$ cat config.mk
export PLATFORM = sky130hd
export DESIGN_NAME = uart_tx_controller
export DESIGN_NICKNAME = d
export VERILOG_FILES = /design/src/rtl/uart_tx_controller.sv
export SDC_FILE = /design/constraint.sdc
export NUM_CORES = 1
export LEC_CHECK = 0
export CORE_MARGIN = 1.5
export CORE_UTILIZATION = 50
export CTS_CLUSTER_DIAMETER = 150
export DETAILED_ROUTE_END_ITERATION = 10
export GPL_ROUTABILITY_DRIVEN = 0
export PLACE_DENSITY = 0.69
export SYNTH_ARGS = -nofsm -noshare
export SYNTH_HDL_FRONTEND = slang
export SYNTH_SLANG_ARGS = --single-unit
$ cat constraint.sdc
create_clock -name clk -period 4.1 [get_ports clk]
set_clock_uncertainty 0.2 [all_clocks]
set_input_delay 0.82 -clock clk [delete_from_list [all_inputs] [get_ports clk]]
set_output_delay 0.82 -clock clk [all_outputs]
set_load 0.1 [all_outputs]
$ cat src/rtl/uart_tx_controller.sv
// rtl/uart_tx_controller.sv - FIFO-buffered UART transmitter; optional parity via UART_TX_PARITY_EN
module uart_tx_controller #(
    parameter int CLK_FREQ_HZ = 100_000_000,
    parameter int BAUDRATE    = 9600,
    parameter int DATA_BITS   = 8,
    parameter int FIFO_DEPTH  = 16,
    parameter int ODD_PARITY  = 0
) (
    input  logic                          clk,
    input  logic                          reset,
    input  logic [7:0]                    wr_data,
    input  logic                          wr_valid,
    output logic                          wr_ready,
    output logic [$clog2(FIFO_DEPTH):0]   fifo_count,
    output logic                          fifo_empty,
    output logic                          tx_busy,
    output logic                          tx_done,
    output logic                          TX
);
    localparam int DIV = CLK_FREQ_HZ / BAUDRATE;
    localparam int BW  = (DIV > 1) ? $clog2(DIV) : 1;
    localparam int AW  = $clog2(FIFO_DEPTH);

    typedef enum logic [2:0] {IDLE, START, DATA, PARITY, STOP} state_t;

    logic [DATA_BITS-1:0] mem [FIFO_DEPTH];
    logic [AW-1:0]        wr_ptr;
    logic [AW-1:0]        rd_ptr;
    logic [DATA_BITS-1:0] head;
    logic                 push;
    logic                 pop;

    state_t               state;
    logic [BW-1:0]        baud_cnt;
    logic                 baud_last;
    logic [2:0]           bit_idx;
    logic [DATA_BITS-1:0] shift_reg;

    assign wr_ready   = (fifo_count != (AW + 1)'(FIFO_DEPTH));
    assign fifo_empty = (fifo_count == '0);
    assign push       = wr_valid && wr_ready;
    assign head       = mem[rd_ptr];
    assign baud_last  = (baud_cnt == BW'(DIV - 1));
    assign pop        = !fifo_empty && ((state == IDLE) || (state == STOP && baud_last));
    assign tx_busy    = (state != IDLE);

`ifdef UART_TX_PARITY_EN
    logic parity_bit;
`else
    logic unused_odd_parity;
    assign unused_odd_parity = (ODD_PARITY != 0);
`endif

    always_ff @(posedge clk) begin
        if (!reset && push) begin
            mem[wr_ptr] <= wr_data[DATA_BITS-1:0];
        end
    end

    always_ff @(posedge clk) begin
        if (reset) begin
            wr_ptr     <= '0;
            rd_ptr     <= '0;
            fifo_count <= '0;
        end else begin
            if (push) wr_ptr <= wr_ptr + 1'b1;
            if (pop)  rd_ptr <= rd_ptr + 1'b1;
            case ({push, pop})
                2'b10:   fifo_count <= fifo_count + 1'b1;
                2'b01:   fifo_count <= fifo_count - 1'b1;
                default: fifo_count <= fifo_count;
            endcase
        end
    end

    // Data bits are shifted out of bit 0, so TX always carries the next LSB.
    always_ff @(posedge clk) begin
        if (reset) begin
            state      <= IDLE;
            TX         <= 1'b1;
            tx_done    <= 1'b0;
            baud_cnt   <= '0;
            bit_idx    <= '0;
            shift_reg  <= '0;
`ifdef UART_TX_PARITY_EN
            parity_bit <= 1'b0;
`endif
        end else begin
            // Registered one cycle early so the pulse lands on STOP's final cycle.
            tx_done <= (state == STOP) && (baud_cnt == BW'(DIV - 2));
            if (state == IDLE) begin
                baud_cnt <= '0;
                TX       <= 1'b1;
                if (pop) begin
                    shift_reg  <= head;
`ifdef UART_TX_PARITY_EN
                    parity_bit <= (^head) ^ (ODD_PARITY != 0);
`endif
                    state      <= START;
                    TX         <= 1'b0;
                end
            end else if (!baud_last) begin
                baud_cnt <= baud_cnt + 1'b1;
            end else begin
                baud_cnt <= '0;
                case (state)
                    START: begin
                        state   <= DATA;
                        bit_idx <= '0;
                        TX      <= shift_reg[0];
                    end
                    DATA: begin
                        if (bit_idx == 3'(DATA_BITS - 1)) begin
`ifdef UART_TX_PARITY_EN
                            state <= PARITY;
                            TX    <= parity_bit;
`else
                            state <= STOP;
                            TX    <= 1'b1;
`endif
                        end else begin
                            bit_idx   <= bit_idx + 1'b1;
                            shift_reg <= shift_reg >> 1;
                            TX        <= shift_reg[1];
                        end
                    end
`ifdef UART_TX_PARITY_EN
                    PARITY: begin
                        state <= STOP;
                        TX    <= 1'b1;
                    end
`endif
                    STOP: begin
                        if (pop) begin
                            shift_reg  <= head;
`ifdef UART_TX_PARITY_EN
                            parity_bit <= (^head) ^ (ODD_PARITY != 0);
`endif
                            state      <= START;
                            TX         <= 1'b0;
                        end else begin
                            state <= IDLE;
                            TX    <= 1'b1;
                        end
                    end
                    default: begin
                        state <= IDLE;
                        TX    <= 1'b1;
                    end
                endcase
            end
        end
    end
endmodule

==> flow_summary.ini, run 1 <==
[floorplan]
die_w_um = 125
ios = 21
num_rows = 44
core_region_area_um2 = 14500
initial_core_util_pct = 51.1
die_area_um2 = 15600
die_h_um = 125

[worst_setup_path]
timing.critical_path.max_delay_family = simple AND/OR/NAND/NOR gates
critPathArrivalTime_ns = 3.74
crit_chain = nor4b_2, nand4_1, a21o_1, inv_1, ha_1, or3b_2, a21boi_0, nor3_1, or3b_2, a21oi_1
crit_slowest_cell = nor4b_2
critPathMostFrequentCell = or3b_2
cp_slowest_stage_delay_ns = 0.54
cp_max_fo = 8
path_buf_inv = 1
worst-r2r-setup-slack_ns = 0.51
cp-end-kind = flop
r2r_end = fifo_count[3]
worstRegToRegCells = 10
path_class = flop to flop
regToRegStartpoint = baud_cnt[9]
cp-start-kind = flop
worst_ep_required_time_ns = 4.26

[detailed_routing]
first_iter_violations = 406
viasPerCell = 5.93
routed_wl_mm = 15.2
routedWlPerCell_um = 19.8
num_vias = 4540
drt-pass1-iter-count = 5
drcViolationCount = 0
antenna_left = 0

[grt]
antenna_found_initial = 0
grt_pass1_wl_mm = 24.6
grt_usage_pct = 20.7
grt_overflow = 0
grt_max_degree = 24
first_global_vias = 4654

[cts]
cts_hold_buf = 0
cts_root_buf = clkbuf_16
cts_tree = built
clkSinkCount = 175
cts_setup_buffers = 0
clk_pin_slew_ns = 0.07
post_cts_resize_count = 0
worstSkewPairLatency_ns = 0.42
numCtsBuffers = 17
htree_levels = 4
clk_path_buf_depth = 2

[final_layout]
fin_nets = 593
diodes = 0
area_growth_syn_to_layout_pct = 13.8
drive_above_1_share_pct = 16.4
largest_reg_flops = 128
fin_cells = 765

[logic_synthesis]
synthFlopType = edfxtp_1
synth_area_leaders = edfxtp_1 (52%), dfxtp_1 (13%), mux4_2 (9.7%)
ys_seq_area_share_pct = 64.5
synth_cells = 534
yosysTopAreaCellShare_pct = 51.8
yosysTopAreaCell = edfxtp_1
synth_edf_count = 128
syn_area_per_cell_um2 = 13.9
async_flop_share_pct = 0
synth_seq_cells = 175
ys_warn_count = 0
syn-num-nets = 558
netlist_area_um2 = 7420
synth.distinct_cells = 52

[timing]
holdWs_ns = 0.285
layout_min_cycle_time_ns = 3.59
drv_slew = 0
max_clock_freq_mhz = 279
hold_violations = 0
setup_viol = 0
rsz0062_at_grt = no
slew-limit-headroom_pct = 35.1
fin_setup_tns_ns = 0
fin_crit_sh_pct = 87.4
tightest_slew_ns = 0.970

[placed_design]
dp.cells = 734
hpwl_mm = 9.99
portBuffers = 20

[worst_hold_path]
holdPathEnd = baud_cnt[0]
worstHoldStart = baud_cnt[0]
min_path_cells = 1
hp-class = flop to flop

[power_and_ir_drop]
peakVddDrop_mv = 0.343
pwr_density_cell_nw_per_um2 = 569
p_leak_nw = 2.76

[run_status]
status = complete, no violations

[flow_run]
cap_violations = 0
-- worst max-delay path by stage --
stage	start	end	slack, ns	cells after the start
3_3_place_gp	wr_valid	fifo_count[4]	0.58	11
2_1_floorplan	fifo_count[1]	fifo_count[4]	0.23	13
5_1_grt	baud_cnt[9]	fifo_count[3]	0.22	10
3_5_place_dp	wr_valid	fifo_count[4]	0.47	11
6_report	baud_cnt[9]	fifo_count[3]	0.51	10
4_1_cts	baud_cnt[8]	fifo_count[3]	0.50	10
-- layout make-up --
cell class / instances / area (µm²)
clock buffer: 18 / 429
clock inverter: 13 / 101
fill: 1168 / 6090
inverter: 19 / 71.3
multi-input combinational: 311 / 2440
sequential: 175 / 4790
tap: 184 / 230
timing repair buffer: 45 / 383
-- cell families (layout without fill, tap and decap cells) --
family | count (synthesis) | after routing | synth area share (%)
AOI/OAI and AO/OA | 83 | 83 | 7.30
buffers and inverters | 48 | 95 | 2.61
adders and majority gates | 13 | 13 | 2.19
xor gates and xnor gates | 18 | 18 | 2.12
DFF | 175 | 175 | 64.5
muxes | 38 | 38 | 10.5
and+or+nand+nor | 159 | 159 | 10.8
-- placed cells by master (no fill, tap or decap), types with 11 or more instances in the layout --
| cell | synthesis | final |
|---|---|---|
| clkbuf_16 | 0 | 17 |
| nand2_1 | 31 | 31 |
| a22oi_1 | 13 | 13 |
| nand3_1 | 17 | 17 |
| o21ai_0 | 14 | 14 |
| nor2_1 | 50 | 50 |
| edfxtp_1 | 128 | 128 |
| a21oi_1 | 17 | 17 |
| mux4_2 | 32 | 32 |
| nor3_1 | 12 | 12 |
| nand4_1 | 11 | 11 |
| buf_4 | 0 | 27 |
| ha_1 | 13 | 13 |
| dfxtp_1 | 47 | 46 |
| inv_1 | 19 | 19 |
| clkdlybuf4s50_1 | 0 | 18 |
-- synthesized netlist by cell type (2+ instances only) --
cell type / instances
dfxtp_1: 47
and2_1: 2
a22o_1: 2
inv_1: 19
nor2b_1: 4
nand3_1: 17
or3_1: 7
buf_1: 2
a31oi_1: 6
nor3_1: 12
nand3b_1: 2
xnor2_1: 9
o21a_1: 2
xor2_1: 9
nor4_1: 3
a21oi_1: 17
ha_1: 13
nor2_1: 50
or4_1: 4
o31ai_1: 8
clkbuf_1: 21
nand2b_1: 3
mux2i_1: 6
o21ai_0: 14
nand4_1: 11
nor3b_1: 3
mux4_2: 32
a22oi_1: 13
a41oi_1: 2
a221oi_1: 2
edfxtp_1: 128
nand2_1: 31
a21boi_0: 3
or3b_2: 3
buf_2: 5
o21ai_1: 5
and3_1: 2
-- metal layers --
| metal | share of wire, % | track usage [%] | wire, µm |
|---|---|---|---|
| met3 | 4.0 | 4.25 | 600 |
| met4 | 1.2 | 7.15 | 176 |
| met5 | 0 | 0 | 0 |
| met1 | 43 | 26.6 | 6530 |
| met2 | 52 | 35.1 | 7850 |
-- power breakdown --
| part | internal [mW] | switching, mW | total [mW] |
|---|---|---|---|
| Combinational | 0.461 | 0.722 | 1.18 |
| Sequential | 1.99 | 0.150 | 2.14 |
| Clock | 0.783 | 0.694 | 1.48 |
-- per-stage QoR --
stage | total power, mW | instance area, µm² | util [%] | worst slack, ns
CTS | 4.83 | 8440 | 58.1 | 0.502
finish | 4.81 | 8440 | 58.1 | 0.515
global placement | 3.32 | 7910 | 54.4 | 0.579
floorplan | 3.06 | 7420 | - | 0.231
detailed placement | 3.36 | 7910 | 54.4 | 0.466
global route | 5.02 | 8440 | 58.1 | 0.222
Note: power is estimated with default switching activity, not from simulation.
==> inputs of run 2 (changes only) <==
==> constraint.sdc (replaced) <==
create_clock -name clk -period 3.9 [get_ports clk]
set_clock_uncertainty 0.2 [all_clocks]
set_input_delay 0.78 -clock clk [delete_from_list [all_inputs] [get_ports clk]]
set_output_delay 0.78 -clock clk [all_outputs]
set_load 0.1 [all_outputs]
==> run 2 against run 1 <==
  * Sequential cell count did not move
  * Global-route usage barely moved
  * Critical path depth did not move
  * Largest power group unchanged
==> flow_summary.ini, run 2 (synthesized netlist as in run 1, its figures left out) <==
[final_layout]
fin_nets = 595
drive_above_1_share_pct = 16.5
multi_input_area_um2 = 2440
final_cell_mix = edfxtp_1 (128), nor2_1 (50), dfxtp_1 (46), mux4_2 (32), nand2_1 (31)
layout_commonest_cell = edfxtp_1
largest_reg_flops = 128
diodes = 0
seq_area_um2 = 4790
nFillCells = 1122
design_area_um2 = 8470
area_growth_syn_to_layout_pct = 14.1

[cts]
clk_pin_slew_ns = 0.06
cts_tree = built
cts_root_buf = clkbuf_16
clkSinkCount = 175
numCtsBuffers = 17
cts_hold_buf = 0
worstSkewPairLatency_ns = 0.43
clk_path_buf_depth = 2
cts_setup_buffers = 0
post_cts_resize_count = 0
htree_levels = 4

[flow_run]
cap_violations = 0

[worst_hold_path]
holdPathEnd = baud_cnt[0]
worstHoldStart = baud_cnt[0]
min_path_cells = 1
hp-class = flop to flop

[floorplan]
die_h_um = 125
ios = 21
die_area_um2 = 15600
num_rows = 44
initial_core_util_pct = 51.1
core_region_area_um2 = 14500
die_w_um = 125

[detailed_routing]
routed_wl_mm = 15.1
first_iter_violations = 508
drt-pass1-iter-count = 5
viasPerCell = 5.92
num_vias = 4542
antenna_left = 0
routedWlPerCell_um = 19.7
drcViolationCount = 0

[placed_design]
portBuffers = 20
place_area_um2 = 7930
hpwl_mm = 10.0

[worst_setup_path]
worst_ep_required_time_ns = 4.06
worst-r2r-setup-slack_ns = 0.30
worstRegToRegCells = 10
cp_max_fo = 8
critPathArrivalTime_ns = 3.76
regToRegStartpoint = baud_cnt[8]
path_class = flop to flop
cp-start-kind = flop
r2r_end = fifo_count[3]
cp-end-kind = flop

[grt]
antenna_found_initial = 0
grt_usage_pct = 20.7
grt_overflow = 0
grt_max_degree = 19
grt_pass1_wl_mm = 24.6
first_global_vias = 4564

[timing]
max_clock_freq_mhz = 278
hold_violations = 0
fin_setup_tns_ns = 0
tightest_slew_ns = 0.977
layout_min_cycle_time_ns = 3.60
fin_crit_sh_pct = 92.4
setup_viol = 0
rsz0062_at_grt = no
drv_slew = 0
slew-limit-headroom_pct = 34.7

[power_and_ir_drop]
p_leak_nw = 2.79
peakVddDrop_mv = 0.410
pwr_density_cell_nw_per_um2 = 599

[run_status]
status = complete, no violations
## run 2: cell types whose count changed in the layout (fill, tap and decap cells not counted)
cell	before	now
bufinv_16	0	1
inv_6	6	3
inv_8	1	0
clkinv_2	2	3
clkinv_4	1	4
buf_4	27	29
clkinvlp_4	2	0
clkbuf_1	1	2
## run 2: worst max path at each step
stage / to / slack [ns] / cells after the start / startpoint
2_1_floorplan: fifo_count[4] / 0.03 / 13 / fifo_count[1]
3_3_place_gp: fifo_count[4] / 0.44 / 11 / wr_valid
3_5_place_dp: fifo_count[3] / 0.35 / 10 / baud_cnt[8]
4_1_cts: fifo_count[3] / 0.31 / 10 / baud_cnt[8]
5_1_grt: fifo_count[4] / 0.04 / 12 / baud_cnt[8]
6_report: fifo_count[3] / 0.30 / 10 / baud_cnt[8]
## run 2: cell type report
class                           count  share of cell area (%)
Timing Repair Buffer               47                    4.70
Multi-Input combinational cell    311                    28.8
Sequential cell                   175                    56.5
Inverter                           19                   0.842
Clock inverter                     12                    1.30
Tap cell                          184                    2.72
Clock buffer                       19                    5.11
## run 2: routing by layer
metal / wire (µm) / part of all wire, % / global-route usage (%)
met4: 167 / 1.1 / 5.35
met1: 6620 / 44 / 27.4
met3: 700 / 4.6 / 5.37
met2: 7640 / 50 / 34.4
met5: 0 / 0 / 0
## run 2: metrics by stage
| step | worst slack [ns] | utilization (%) | std cells | total power [mW] | hold slack [ns] |
|---|---|---|---|---|---|
| floorplan | 0.0314 | - | 534 | 3.22 | 0.237 |
| global placement | 0.438 | 54.5 | 736 | 3.50 | 0.248 |
| detailed placement | 0.350 | 54.5 | 736 | 3.54 | 0.267 |
| CTS | 0.306 | 58.3 | 767 | 5.12 | 0.280 |
| global route | 0.0359 | 58.3 | 767 | 5.31 | 0.301 |
| finish | 0.298 | 58.3 | 767 | 5.07 | 0.278 |
## run 2: worst max-delay path, cell delays in order, from the launching register on
cell      delay (ns)
dfxtp_1         0.36
nor4b_2         0.55
nand4_1         0.26
a21o_1          0.25
inv_1           0.19
ha_1            0.37
or3b_2          0.47
a21boi_0        0.23
nor3_1          0.07
or3b_2          0.44
a21oi_1         0.16
## run 2: report_power, final
group	internal [mW]	switching (mW)	total, mW
sequential	2.10	0.149	2.25
combinational	0.489	0.762	1.25
clock	0.879	0.698	1.58
total	3.46	1.61	5.07
==> inputs of run 3 (changes only) <==
==> constraint.sdc (replaced) <==
create_clock -name clk -period 3.4 [get_ports clk]
set_clock_uncertainty 0.2 [all_clocks]
set_input_delay 0.68 -clock clk [delete_from_list [all_inputs] [get_ports clk]]
set_output_delay 0.68 -clock clk [all_outputs]
set_load 0.1 [all_outputs]
==> run 3 against run 2 <==
  * Sequential power up 14%
  * Utilization is 0.94 points higher
  * First-iteration DRC count decreased by 6.9%
  * Combinational power up 20%
  * Fmax increased by 13%
  * Non-clock buffer count is 6 higher
  * Global-route usage up 0.25 points
  * Design area rose by 1.6%
  * Sequential cell count unchanged
  * Count of clock-buffer cells in the layout is 2 lower
  * Largest power group unchanged
  * Highest routed layer unchanged
==> flow_summary.ini, run 3 (synthesized netlist as in run 1, its figures left out) <==
[worst_setup_path]
timing.critical_path.max_delay_family = simple AND/OR/NAND/NOR gates
cp_max_fo = 7
worstRegToRegCells = 11
crit_chain = ha_1, and3_1, nand4_1, a21o_1, inv_2, ha_2, or3b_2, a21boi_0, nor3_1, or3b_2, a21oi_1
critPathMostFrequentCell = or3b_2
path_buf_inv = 1
cp-start-kind = flop
cp-end-kind = flop
regToRegStartpoint = baud_cnt[1]
cp_slowest_stage_delay_ns = 0.46
r2r_end = fifo_count[3]
critPathArrivalTime_ns = 3.36
cp.depth = 11
worst_ep_required_time_ns = 3.56
crit_slowest_cell = or3b_2
worst-r2r-setup-slack_ns = 0.20
path_class = flop to flop

[placed_design]
dp.cells = 742
post-place-ws_ns = 0.00997
portBuffers = 20
place_area_um2 = 7970
hpwl_mm = 10.0

[final_layout]
largest_reg_flops = 128
final_cell_mix = edfxtp_1 (128), nor2_1 (50), buf_4 (43), dfxtp_1 (40), mux4_2 (32)
nFillCells = 1129
area_growth_syn_to_layout_pct = 16.0
fin_cells = 774
drive_above_1_share_pct = 20.7
fin_nets = 601
layout_commonest_cell = edfxtp_1
diodes = 0
design_area_um2 = 8610

[timing]
fin_crit_sh_pct = 94.0
rsz0062_at_grt = no
layout_min_cycle_time_ns = 3.20
setup_slack_ns = 0.204
hold_violations = 0
setup_viol = 0
drv_slew = 0
slew-limit-headroom_pct = 49.6
tightest_slew_ns = 0.755
max_clock_freq_mhz = 313

[detailed_routing]
num_vias = 4585
routed-wl-met2_mm = 7.75
first_iter_violations = 473
met3_length_um = 603
routedWlPerCell_um = 20.0
viasPerCell = 5.92
antenna_left = 0
drcViolationCount = 0
drt-pass1-iter-count = 5
routed_wl_mm = 15.5
routed.top_layer = met4
drt-met1-wl_mm = 6.87

[floorplan]
num_rows = 44
die_w_um = 125
die_area_um2 = 15600
die_h_um = 125
ios = 21
core_region_area_um2 = 14500
initial_core_util_pct = 51.1

[power_and_ir_drop]
pwr_density_cell_nw_per_um2 = 716
p_leak_nw = 2.87
total_power_mw = 6.16
peakVddDrop_mv = 0.446

[cts]
cts_hold_buf = 0
clk_pin_slew_ns = 0.07
htree_levels = 4
post_cts_resize_count = 0
worstSkewPairLatency_ns = 0.44
cts_tree = built
clkSinkCount = 175
cts_setup_buffers = 0
numCtsBuffers = 17
clk_path_buf_depth = 2
cts_root_buf = clkbuf_16

[worst_hold_path]
hp-class = flop to flop
holdPathEnd = baud_cnt[0]
worstHoldStart = baud_cnt[0]
min_path_cells = 1

[run_status]
status = complete, no violations

[grt]
grt_usage_pct = 20.9
grt_max_degree = 28
grt_overflow = 0
grt_pass1_wl_mm = 24.9
first_global_vias = 4529
antenna_found_initial = 0

[flow_run]
cap_violations = 0
## run 3: worst max-delay path by stage
stage	endpoint	start	slack (ns)
2_1_floorplan	shift_reg[6]	fifo_count[1]	-0.06
3_3_place_gp	fifo_count[4]	wr_valid	0.09
3_5_place_dp	fifo_count[4]	wr_valid	0.01
4_1_cts	fifo_count[3]	baud_cnt[0]	0.06
5_1_grt	fifo_count[4]	fifo_count[0]	0.01
6_report	fifo_count[3]	baud_cnt[1]	0.20
## run 3: per-stage QoR
| stage | util, % | hold slack, ns | setup TNS (ns) |
|---|---|---|---|
| after floorplan | - | 0.237 | -0.0981 |
| after global placement | 54.8 | 0.248 | 0 |
| after detailed placement | 54.8 | 0.288 | 0 |
| after CTS | 59.2 | 0.297 | 0 |
| after global routing | 59.2 | 0.298 | 0 |
| final | 59.2 | 0.262 | 0 |
## run 3: per-layer routing
| layer | GRT usage [%] | vias to the layer above |
|---|---|---|
| met5 | 0 | - |
| met4 | 6.55 | 0 |
| met2 | 34.8 | 121 |
| met1 | 27.6 | 2303 |
| li1 | - | 2139 |
| met3 | 4.77 | 22 |
## run 3: final cells by class
cell class | instances | area, µm² | share of cell area [%]
flip-flops and latches | 175 | 4800 | 55.8
well taps | 184 | 230 | 2.68
multi-input cells | 311 | 2450 | 28.4
inverters | 19 | 71.3 | 0.829
repair buffers | 53 | 423 | 4.91
clock inverters | 15 | 210 | 2.44
clock buffers | 17 | 425 | 4.94
## run 3: report_power, final
group	switching [mW]	leakage, nW	internal [mW]
Combinational	0.922	1.02	0.582
Clock	0.902	0.313	1.20
Sequential	0.152	1.54	2.41
Total	1.98	2.87	4.19
